### src/rtl/bsg_wormhole_router_packet_splitter.sv
// Splits a wormhole packet stream into a held header register and a streamed body interface.
// The length field in the header counts the body flits that follow it.
module bsg_wormhole_router_packet_splitter #(
  parameter int flit_width_p = 32,
  parameter int len_width_p  = 4,
  parameter int len_offset_p = 0
) (
  input  logic                    clk_i,
  input  logic                    reset_i,
  input  logic [flit_width_p-1:0] fifo_data_i,
  input  logic                    fifo_v_i,
  output logic                    fifo_yumi_o,
  output logic [flit_width_p-1:0] hdr_o,
  output logic                    hdr_v_o,
  input  logic                    hdr_yumi_i,
  output logic [flit_width_p-1:0] data_o,
  output logic                    data_v_o,
  output logic                    data_last_o,
  input  logic                    data_yumi_i
);

  typedef enum logic {S_HDR, S_BODY} state_e;

  state_e                  state_r, state_n;
  logic                    hdr_full_r;
  logic [len_width_p-1:0]  remaining_r;
  logic [flit_width_p-1:0] hdr_r;
  logic [len_width_p-1:0]  len;
  logic                    hdr_capture;
  logic                    body_take;
  logic                    on_last;

  assign len     = fifo_data_i[len_offset_p +: len_width_p];
  assign on_last = (remaining_r == len_width_p'(1));

  always_comb begin
    state_n     = state_r;
    fifo_yumi_o = 1'b0;
    data_v_o    = 1'b0;
    hdr_capture = 1'b0;
    body_take   = 1'b0;
    case (state_r)
      S_HDR: begin
        // Gated by reset so the upstream FIFO never loses a flit while we are held.
        hdr_capture = fifo_v_i & (~hdr_full_r | hdr_yumi_i) & ~reset_i;
        fifo_yumi_o = hdr_capture;
        if (hdr_capture && (len != '0)) state_n = S_BODY;
      end
      S_BODY: begin
        data_v_o    = fifo_v_i;
        body_take   = data_yumi_i;
        fifo_yumi_o = data_yumi_i;
        if (data_yumi_i && on_last) state_n = S_HDR;
      end
      default: state_n = S_HDR;
    endcase
  end

  assign data_last_o = data_v_o & on_last;
  assign data_o      = fifo_data_i;
  assign hdr_o       = hdr_r;
  assign hdr_v_o     = hdr_full_r;

  always_ff @(posedge clk_i or posedge reset_i) begin
    if (reset_i) begin
      state_r     <= S_HDR;
      hdr_full_r  <= 1'b0;
      remaining_r <= '0;
    end else begin
      state_r <= state_n;
      if (hdr_capture)     hdr_full_r <= 1'b1;
      else if (hdr_yumi_i) hdr_full_r <= 1'b0;
      if (hdr_capture)     remaining_r <= len;
      else if (body_take)  remaining_r <= remaining_r - len_width_p'(1);
    end
  end

  // Header payload needs no reset; hdr_full_r qualifies it.
  always_ff @(posedge clk_i) begin
    if (hdr_capture) hdr_r <= fifo_data_i;
  end

  a_hdr_yumi: assert property (@(posedge clk_i) disable iff (reset_i)
    !(hdr_yumi_i && !hdr_v_o)) else $error("hdr_yumi_i asserted without hdr_v_o");
  a_data_yumi: assert property (@(posedge clk_i) disable iff (reset_i)
    !(data_yumi_i && !data_v_o)) else $error("data_yumi_i asserted without data_v_o");

endmodule

### config.mk
export PLATFORM = sky130hd
export DESIGN_NAME = bsg_wormhole_router_packet_splitter
export DESIGN_NICKNAME = d
export VERILOG_FILES = /design/src/rtl/bsg_wormhole_router_packet_splitter.sv
export SDC_FILE = /design/constraint.sdc
export NUM_CORES = 1
export LEC_CHECK = 0
export BUFFER_PORTS_ARGS = -buffer_cell sky130_fd_sc_hd__buf_2
export CAP_MARGIN = 20
export CELL_PAD_IN_SITES_DETAIL_PLACEMENT = 0
export CELL_PAD_IN_SITES_GLOBAL_PLACEMENT = 1
export CORE_UTILIZATION = 29
export CTS_BUF_LIST = sky130_fd_sc_hd__clkbuf_4 sky130_fd_sc_hd__clkbuf_8
export DETAILED_ROUTE_END_ITERATION = 10
export PLACE_DENSITY_LB_ADDON = 0.1
export SYNTH_ARGS = -nofsm -noshare
export SYNTH_HDL_FRONTEND = slang
export SYNTH_SLANG_ARGS = --single-unit
### constraint.sdc
create_clock -name clk_i -period 2.3 [get_ports clk_i]
set_clock_uncertainty 0.05 [all_clocks]
set_input_delay 0.23 -clock clk_i [delete_from_list [all_inputs] [get_ports clk_i]]
set_output_delay 0.23 -clock clk_i [all_outputs]
set_load 0.02 [all_outputs]
Word-level counts from Yosys, hierarchy flattened:

Index checks and enable logic that the tools add are counted.

* add/sub/neg operators: 1
* equality and inequality tests: 1
* multiplexer cells: 11
* bitwise logic cells: 7
* reduce and logical (&&, ||, !) cells: 5

Operators by type and width (number)
* two-way mux 4 bit: 2
* two-way mux 1 bit: 7
* == test 4 x 1 -> 1 bit, second input constant: 1
* case mux 1 bit (2 select lines): 2
* nonzero test 2 bit: 2
* nonzero test 4 bit: 1
* subtractor 4 x 1 -> 4 bit, second input constant: 1
* bitwise AND 1 bit: 3
* NOT 1 bit: 3
* logical AND 1 bit: 2
* bitwise OR 1 bit: 1

* register bits: 38
* bits of input ports: 37
* output and inout port bits: 68
* logic and storage cells: 29

Depth between registers and ports, before layout:

Gate-level depths: netlist of run 1.

* depth after elaboration: 7
* gate-level depth with buffers: 5
* mapped depth without buffers: 5

Worst setup path before layout of run 1:

Ideal clock, no wire load.

* path type: reg-to-reg
* start: register state_r
* end: register hdr_r[0], in the netlist hdr_o[0], enable pin
* library setup time: 0.387 ns
* arrival: 1.786 ns
* required time: 1.863 ns
* setup slack: 0.077 ns
* cell stages (with the launch flop): 5
* buffers on the path: 1
* period minus slack after synthesis: 2.223 ns
* cell sequence: dfrtp_1 or3b_4 or2_1 buf_6 inv_1

* cells in the longest elaborated chain, start to end: 1

Ends and longest elaborated chain
* from (decl): line 24 `state_e state_r, state_n;`
* from (signal assigned): line 70 `state_r <= state_n;`
* two-way mux 1 bit: line 42 `case (state_r)`
* net hdr_capture: line 29 `logic hdr_capture;`
* to (signal assigned): line 80 `if (hdr_capture) hdr_r <= fifo_data_i;`
* to (decl): line 27 `logic [flit_width_p-1:0] hdr_r;`

The timed path passes the listed nets, and every way through them passes these cells.
A chain may end at the register's enable or synchronous reset.

Final worst setup path of run 1:

* start: input port reset_i
* end: output port fifo_yumi_o

* cells in the longest elaborated chain, start to end: 3

Ends and longest elaborated chain
* from (decl): line 9 `input logic reset_i,`
* NOT 1 bit: line 45 `hdr_capture = fifo_v_i & (~hdr_full_r | hdr_yumi_i) & ~reset_i;`
* bitwise AND 1 bit: line 45
* case mux 1 bit (2 select lines): line 42
* to (decl): line 12 `output logic fifo_yumi_o,`

No other way between the ends.

==> results of run 1 <==
==> how the worst max path moves through the flow <==
stage / startpoint / endpoint / slack, ns / depth (start not counted)
6_report: reset_i / fifo_yumi_o / 0.23 / 5
2_1_floorplan: state_r$_DFF_PP0_ / hdr_o[0]$_DFFE_PP_ / 0.08 / 4
4_1_cts: reset_i / fifo_yumi_o / 0.23 / 5
3_3_place_gp: state_r$_DFF_PP0_ / hdr_o[26]$_DFFE_PP_ / 0.48 / 4
5_1_grt: reset_i / fifo_yumi_o / 0.13 / 5
3_5_place_dp: state_r$_DFF_PP0_ / hdr_o[15]$_DFFE_PP_ / 0.44 / 4
==> final cells by class <==
cell class | count | area [sq um]
clock inverters | 1 | 5.00
flip-flops and latches | 38 | 1110
fillers | 511 | 3120
inverters | 5 | 18.8
repair buffers | 106 | 551
well taps | 70 | 87.6
multi-input cells | 25 | 194
clock buffers | 7 | 90.1
==> cells in the final DEF, fill, tap and decap left out, types with 2 or more instances in the layout <==
cell type and n:
inv_1 5, nand3_1 3, ha_1 2, edfxtp_1 32
dfrtp_1 6, clkbuf_8 6, buf_2 104
==> per-layer routing <==
layer / up-vias / routed length (microns) / global-route usage [%]
li1: 484 / - / -
met1: 458 / 1050 / 9.97
met2: 54 / 1540 / 17.7
met3: 5 / 237 / 3.84
met4: 0 / 65 / 6.17
met5: - / 0 / 0
==> state kept, by name, indices dropped and copies added (netlist names) <==
| name | count |
|---|---|
| remaining_r | 4 |
| hdr_o | 32 |
| hdr_v_o | 1 |
| state_r | 1 |
==> worst max-delay path, stage by stage <==
cell and delay [ns]:
dlygate4sd3_1 0.52, buf_2 0.12, or3b_4 0.38, o21ai_0 0.30, buf_2 0.24
==> synthesized netlist by cell type <==
cell type	number	area share, %
buf_4	32	15
edfxtp_1	32	61
dfrtp_1	6	9.5
inv_1	5	1.2
nand3_1	3	0.95
ha_1	2	1.6
a31oi_1	1	0.40
and2_2	1	0.48
and2b_2	1	0.56
and3_1	1	0.40
buf_6	1	0.71
mux2_4	1	0.95
nand2_1	1	0.24
nand4b_1	1	0.56
nor2_1	1	0.24
nor3_1	1	0.32
nor4_1	1	0.40
o21ai_0	1	0.32
o221a_1	1	0.71
o221ai_1	1	0.56
o2bb2ai_1	1	0.56
o41ai_1	1	0.56
or2_1	1	0.40
or2_2	1	0.40
or2b_1	1	0.48
or3b_4	1	0.71
xnor2_1	1	0.56
==> through the flow <==
step | instances | instance area [sq um]
after floorplan | 101 | 1580
after global placement | 243 | 1950
after detailed placement | 243 | 1950
after CTS | 252 | 2060
after global routing | 252 | 2060
final | 252 | 2060
==> timing repair <==
item	CTS	global route
setup buffers	0	0
setup endpoints to repair	0	0
endpoints found under the hold margin	6	0
hold buffers	1	0
==> power groups by stage <==
stage	Combinational, mW	Clock [mW]	Sequential, mW
2_1_floorplan	0.277	0	0.985
3_3_place_gp	0.470	0	0.926
3_5_place_dp	0.475	0	0.927
4_1_cts	0.476	0.490	0.912
5_1_grt	0.522	0.512	0.926
6_report	0.466	0.467	0.911
==> kinds of logic (layout without fill, tap and decap cells) <==
group	Yosys count	after routing	synth area share (%)
compound gates	6	6	3.10
simple gates	15	15	6.12
xor+xnor	1	1	0.556
flops	38	38	70.5
buf+inv	38	119	17.2
mux	1	1	0.953
fa+ha+maj	2	2	1.59
==> results.json, run 1 <==
{
  "outcome": "finished clean",
  "worstHoldStart": "fifo_data_i[7]",
  "p_int_mw": 1.30,
  "p_seq_share_pct": 49.4,
  "num_vias": 1001,
  "grt_pass1_vias": 867,
  "power.density_nw_per_um2": 897,
  "syn-num-nets": 140,
  "firstDrtPassIters": 4,
  "syn_inst": 101,
  "grt_pass1_wl_microns": 4000,
  "ir_worst_vdd_mv": 0.326,
  "dp_hpwl_microns": 2270,
  "cts_resized": 0,
  "leakagePower_nw": 0.949,
  "grtUsageTotal_pct": 10.0,
  "hp-class": "input port to flip-flop",
  "power.net_switching_uw": 544,
  "period_minus_slack_ns": 2.07,
  "slew_headroom_pct": 77.7,
  "antenna_found_initial": 0,
  "synth_area_sq_um": 1580,
  "portBuffers": 104,
  "crit_required_ns": 2.02,
  "rows": 26,
  "clk_pin_slew_worst_paths_ns": 0.08,
  "wl_microns": 2890,
  "synth_area_per_cell_sq_um": 15.6,
  "dieWidth_microns": 75.7,
  "hold_depth": 1,
  "p_total_mw": 1.84,
  "place.gp.congestion": 0.765,
  "clock_latency_ns": 0.28,
  "fin_ws_ns": 0.226,
  "rsz0062_at_grt": "no",
  "p_sw_share_pct": 29.5,
  "core_sq_um": 5170,
  "comb_power_share_pct": 25.3,
  "r2r_cells": 4,
  "via_per_inst": 3.97,
  "place_ws_ns": 0.445,
  "r2r-end": "hdr_o[16]$_DFFE_PP_",
  "clkPwrFrac_pct": 25.3,
  "drtAntennaViolNets": 0,
  "cts_tree": "built",
  "cts_max_level": 2,
  "ios": 105,
  "drt_first_iter_violations": 17,
  "cts_buffers": 5,
  "critical_path.max_fanout": 4,
  "wire_per_inst_microns": 11.5,
  "grt_max_degree": 33,
  "hold_viol_final": 0,
  "drc_errors": 0,
  "setup_viol": 0,
  "n_antenna_cell": 0,
  "grt_overflow": 0,
  "yosys_warnings": 0,
  "start_util_pct": 30.5,
  "max_freq_mhz": 482,
  "maxSlewViolCount": 0,
  "drive_gt1_share_pct": 64.8,
  "setup_tns_ns": 0,
  "endpoint_kind": "output port",
  "synthToLayoutAreaGrowth_pct": 30.6,
  "synth-seq-cells": 38,
  "die_h_microns": 75.7,
  "clockBufferDepth": 2,
  "fin_util_pct": 39.8,
  "die_area_sq_um": 5730,
  "crit_type": "input port to output port",
  "final_nets": 220,
  "r2r-start": "state_r$_DFF_PP0_",
  "hold_path_end": "hdr_o[7]$_DFFE_PP_",
  "finalCritPeriodShare_pct": 90.2,
  "clock-root-buffer": "clkbuf_8",
  "yosysUniqueCellTypes": 27,
  "cts_sinks": 38,
  "worstMarginPinSlew_ns": 0.331,
  "ys_seq_area_share_pct": 70.5,
  "max_cap_violations": 0,
  "r2r_slack_ns": 0.43,
  "crit_path_start_kind": "input port",
  "crit_arrival_ns": 1.79,
  "hold_slack_ns": 0.0768
}
Power figures use the tool's default switching activity.
==> run 2: changes to the inputs <==
Settings changed: CORE_MARGIN from default to 10.
==> run 2 against run 1 <==
  * Sequential cell count stayed put
  * Non-clock buffer count is 1 higher
  * Largest power group unchanged
  * Critical endpoint unchanged
  * Highest routed layer unchanged
  * Core utilization down 0.097 points
  * Routed wire length rose by 36%
  * Combinational power about the same
  * Register-to-register slack worse by 0.07 ns
  * Count of clock-buffer cells in the layout is the same
  * Sequential share of layout area grew 0.13 points
  * Sequential power increased by 0.4%
  * Die area rose by 53%
==> results.json, run 2 (synthesis results as in run 1) <==
{
  "outcome": "finished clean",
  "num_vias": 994,
  "hold_viol_final": 0,
  "start_util_pct": 30.5,
  "antenna_found_initial": 0,
  "max_freq_mhz": 474,
  "worstMarginPinSlew_ns": 0.356,
  "cts_tree": "built",
  "die_area_sq_um": 8780,
  "hold_slack_ns": 0.0786,
  "portBuffers": 104,
  "setup_tns_ns": 0,
  "grtUsageTotal_pct": 8.68,
  "endpoint_kind": "output port",
  "max_stage_delay_ns": 0.53,
  "slowest_stage": "dlygate4sd3_1",
  "hp-class": "input port to flip-flop",
  "drtAntennaViolNets": 0,
  "hold_buffers": 1,
  "ir_worst_vdd_mv": 0.315,
  "power.density_nw_per_um2": 899,
  "grt_pass1_vias": 1071,
  "ios": 105,
  "finalCritPeriodShare_pct": 91.8,
  "via_per_inst": 3.93,
  "r2r_cells": 4,
  "maxSlewViolCount": 0,
  "n_antenna_cell": 0,
  "p_total_mw": 1.84,
  "final_nets": 221,
  "hold_depth": 1,
  "instances_no_fill": 253,
  "crit_type": "input port to output port",
  "grt_pass1_wl_microns": 5750,
  "crit_path_frequent_cell": "buf_2",
  "cts_resized": 0,
  "layout_commonest_cell": "buf_2",
  "clock-root-buffer": "clkbuf_8",
  "clk_pin_slew_worst_paths_ns": 0.07,
  "dieWidth_microns": 93.7,
  "period_minus_slack_ns": 2.11,
  "die_h_microns": 93.7,
  "rows": 26,
  "core_sq_um": 5170,
  "leakagePower_nw": 0.951,
  "drt_first_iter_violations": 21,
  "grt_max_degree": 24,
  "firstDrtPassIters": 4,
  "dp_cells": 244,
  "largest_reg_flops": 32,
  "max_cap_violations": 0,
  "setup_viol": 0,
  "synthToLayoutAreaGrowth_pct": 30.3,
  "slew_headroom_pct": 76.0,
  "crit_path_start_kind": "input port",
  "dp_hpwl_microns": 3320,
  "crit_arrival_ns": 1.83,
  "rsz0062_at_grt": "no",
  "place.gp.congestion": 0.780,
  "final_cell_mix": "buf_2 (104), edfxtp_1 (32), clkbuf_8 (6), dfrtp_1 (6), inv_1 (5)",
  "critical_path.max_fanout": 4,
  "cts_sinks": 38,
  "clock_latency_ns": 0.28,
  "drc_errors": 0,
  "cts_buffers": 5,
  "wl_microns": 3930,
  "crit_chain": "dlygate4sd3_1 -> buf_2 -> or3b_4 -> o21ai_0 -> buf_2",
  "drive_gt1_share_pct": 65.0,
  "wire_per_inst_microns": 15.5,
  "crit_required_ns": 2.02,
  "clockBufferDepth": 2,
  "cts_max_level": 2,
  "grt_overflow": 0,
  "postCtsSetupBuffers": 0
}
-- run 2: cell count changes in the layout (fill, tap and decap cells not counted), sizes merged --
cell / change
buf: +1
-- run 2: critical path: cells and delay by family --
kind	cells	cell delay (ns)
simple gates	1	0.38
buf+inv	3	0.90
compound gates	1	0.32
-- run 2: per-stage QoR --
stage / util [%] / worst slack, ns / area, sq um
after floorplan: - / 0.0770 / 1580
final: 39.7 / 0.189 / 2050
after global placement: 37.6 / 0.387 / 1950
after global routing: 39.7 / 0.0917 / 2050
after CTS: 39.7 / 0.171 / 2050
after detailed placement: 37.6 / 0.353 / 1950
-- run 2: per-layer routing --
layer / share of wire [%] / up-vias / track usage (%) / wire, microns
met2: 55 / 47 / 15.7 / 2150
met4: 2.1 / 0 / 4.56 / 81
met5: 0 / - / 0 / 0
met3: 11 / 5 / 4.64 / 416
li1: - / 485 / - / -
met1: 33 / 457 / 7.55 / 1280
-- run 2: power by group --
group | switching, mW | internal [mW] | total [mW] | leakage, nW
logic | 0.281 | 0.185 | 0.466 | 0.537
clock network | 0.211 | 0.253 | 0.464 | 0.0517
registers | 0.0553 | 0.859 | 0.915 | 0.363
-- run 2: cell type report --
class / count / area, sq um
fill: 514 / 3120
sequential: 38 / 1110
timing repair buffer: 107 / 546
multi-input combinational: 25 / 194
clock buffer: 7 / 90.1
tap: 70 / 87.6
inverter: 5 / 18.8
clock inverter: 1 / 5.00
-- run 2: final timing paths --
check / end / from / slack [ns]
hold / removal: hdr_o[23]$_DFFE_PP_ / fifo_data_i[23] / 0.08
hold reg to reg: remaining_r[3]$_DFFE_PP0P_ / remaining_r[3]$_DFFE_PP0P_ / 0.52
max in group asynchronous: remaining_r[1]$_DFFE_PP0P_ / reset_i / 1.64
setup / recovery: fifo_yumi_o / reset_i / 0.19
setup reg to reg: hdr_o[19]$_DFFE_PP_ / state_r$_DFF_PP0_ / 0.36
min in group asynchronous: state_r$_DFF_PP0_ / reset_i / 0.36
==> run 3: changes to the inputs <==
Settings changed: ABC_AREA from default to 1.
==> run 3 against run 2 <==
  * Final cell count is 9.9% higher
  * Clock power is 6.0% lower
  * Count of clock-buffer cells in the layout fell by 1
  * Critical endpoint unchanged
  * Largest cell class unchanged
==> results.json, run 3 <==
{
  "outcome": "finished clean",
  "drive_gt1_share_pct": 58.3,
  "start_util_pct": 29.8,
  "final_nets": 244,
  "finalCritPeriodShare_pct": 73.4,
  "critical_path.max_fanout": 7,
  "cts_sinks": 38,
  "place.gp.congestion": 0.724,
  "synth_enable_flop_cells": 32,
  "syn_inst": 125,
  "ys_seq_area_share_pct": 68.1,
  "setup_viol": 0,
  "worstMarginPinSlew_ns": 0.310,
  "synth_area_sq_um": 1630,
  "grt_max_degree": 37,
  "crit_chain": "dlygate4sd3_1 -> buf_2 -> nor2_4 -> nand3_4 -> nand2_1 -> buf_2",
  "yosysUniqueCellTypes": 20,
  "setup_tns_ns": 0,
  "instances_no_fill": 278,
  "firstDrtPassIters": 4,
  "clockBufferDepth": 2,
  "hold_viol_final": 0,
  "wire_per_inst_microns": 14.4,
  "antenna_found_initial": 0,
  "endpoint_kind": "output port",
  "rsz0062_at_grt": "no",
  "dp_cells": 269,
  "slowest_stage": "dlygate4sd3_1",
  "r2r-end": "hdr_o[9]$_DFFE_PP_",
  "portBuffers": 104,
  "dieWidth_microns": 95.0,
  "die_area_sq_um": 9030,
  "final_cell_mix": "buf_2 (104), edfxtp_1 (32), nand2_1 (15)",
  "max_freq_mhz": 592,
  "asyncSetResetFlopFracSynth_pct": 15.8,
  "drc_errors": 0,
  "core_sq_um": 5470,
  "crit_arrival_ns": 1.41,
  "slew_headroom_pct": 79.3,
  "synth-seq-cells": 38,
  "via_per_inst": 3.97,
  "drtAntennaViolNets": 0,
  "dp_hpwl_microns": 3290,
  "grt_pass1_wl_microns": 5840,
  "syn-num-nets": 164,
  "cts_tree": "built",
  "grt_overflow": 0,
  "yosys_warnings": 0,
  "synth_top_cell_by_area": "edfxtp_1",
  "die_h_microns": 95.0,
  "largest_reg_flops": 32,
  "clock-root-buffer": "clkbuf_8",
  "ir_worst_vdd_mv": 0.323,
  "crit_type": "input port to output port",
  "clk_pin_slew_worst_paths_ns": 0.07,
  "cpLargestDelayFamily": "buffers and inverters",
  "crit_path_start_kind": "input port",
  "postCtsSetupBuffers": 0,
  "r2r_slack_ns": 0.98,
  "yosysTopAreaCellShare_pct": 58.9,
  "fin_ws_ns": 0.612,
  "ys.flop_type": "edfxtp_1",
  "grtUsageTotal_pct": 8.33,
  "leakagePower_nw": 1.01,
  "hold_depth": 1,
  "hp-class": "input port to flip-flop",
  "rows": 27,
  "worstHoldStart": "fifo_data_i[30]",
  "hold_path_end": "hdr_o[30]$_DFFE_PP_",
  "crit_path_frequent_cell": "buf_2",
  "fin_util_pct": 38.3,
  "cts_max_level": 2,
  "power.density_nw_per_um2": 892,
  "ios": 105,
  "yosys-top-cells-count": "buf_4 (32), edfxtp_1 (32), nand2_1 (15)",
  "r2r-start": "hdr_v_o$_DFFE_PP0P_",
  "max_cap_violations": 0,
  "num_vias": 1103,
  "cts_buffers": 5,
  "n_antenna_cell": 0,
  "synth_area_per_cell_sq_um": 13.1,
  "synthTopCellsByArea": "edfxtp_1 (59%), buf_4 (15%), dfrtp_1 (9.2%), nand2_1 (3.5%), inv_1 (2.8%)",
  "period_minus_slack_ns": 1.69,
  "cts_resized": 0,
  "r2r_cells": 3,
  "drt_first_iter_violations": 29,
  "maxSlewViolCount": 0,
  "synthToLayoutAreaGrowth_pct": 28.5,
  "layout_commonest_cell": "buf_2",
  "path_buf_inv": 3,
  "hold_slack_ns": 0.0797,
  "max_stage_delay_ns": 0.53,
  "crit_required_ns": 2.02,
  "grt_pass1_vias": 1134,
  "wl_microns": 4010,
  "place_ws_ns": 0.959,
  "clock_latency_ns": 0.28
}
==> run 3: metrics by stage <==
stage | power, mW | cell area, sq um
after floorplan | 1.31 | 1630
after global placement | 1.46 | 2000
after detailed placement | 1.46 | 2000
after CTS | 1.91 | 2100
after global routing | 2.01 | 2100
final | 1.87 | 2100
==> run 3: worst max path at each step <==
stage	start	to	slack (ns)	cells after the start
final	reset_i	fifo_yumi_o	0.61	6
after global routing	reset_i	fifo_yumi_o	0.53	6
after floorplan	hdr_v_o$_DFFE_PP0P_	hdr_o[0]$_DFFE_PP_	0.99	3
after detailed placement	hdr_v_o$_DFFE_PP0P_	hdr_o[27]$_DFFE_PP_	0.96	3
after CTS	reset_i	fifo_yumi_o	0.59	6
after global placement	hdr_v_o$_DFFE_PP0P_	hdr_o[30]$_DFFE_PP_	1.0	3
==> run 3: repair_timing <==
item                                   in CTS  in global routing
hold buffers                                1                  0
setup endpoints to repair                   0                  0
endpoints found under the hold margin       6                  0
==> run 3: cells by family (layout without fill, tap and decap cells) <==
| logic type | count (synthesis) | after routing | share of synthesized area (%) |
|---|---|---|---|
| buffers and inverters | 48 | 129 | 18.8 |
| AOI/OAI and AO/OA | 4 | 4 | 1.46 |
| DFF | 38 | 38 | 68.1 |
| adders and majority gates | 2 | 2 | 1.53 |
| and+or+nand+nor | 33 | 33 | 10.1 |
==> run 3: metal layers <==
| layer | GRT usage, % | routed length (microns) |
|---|---|---|
| met5 | 0 | 0 |
| met2 | 12.7 | 1870 |
| met1 | 9.05 | 1450 |
| met3 | 5.39 | 642 |
| met4 | 3.37 | 35 |
==> run 3: area by class of cell <==
cell class              instances  area [sq um]
clock buffers                   6          76.3
inverters                      16          66.3
repair buffers                105           531
fillers                       572          3380
clock inverters                 2          8.76
multi-input cells              39           214
flip-flops and latches         38          1110
well taps                      72          90.1
==> run 3: worst register-to-register path: stages (launching register included) <==
cell	delay, ns
dfrtp_1	0.37
nand2_1	0.15
nand3_4	0.15
clkinv_4	0.27
==> run 3: power breakdown <==
group	internal, mW	switching (mW)
Clock	0.220	0.216
Combinational	0.171	0.350
Sequential	0.862	0.0502
Total	1.25	0.617
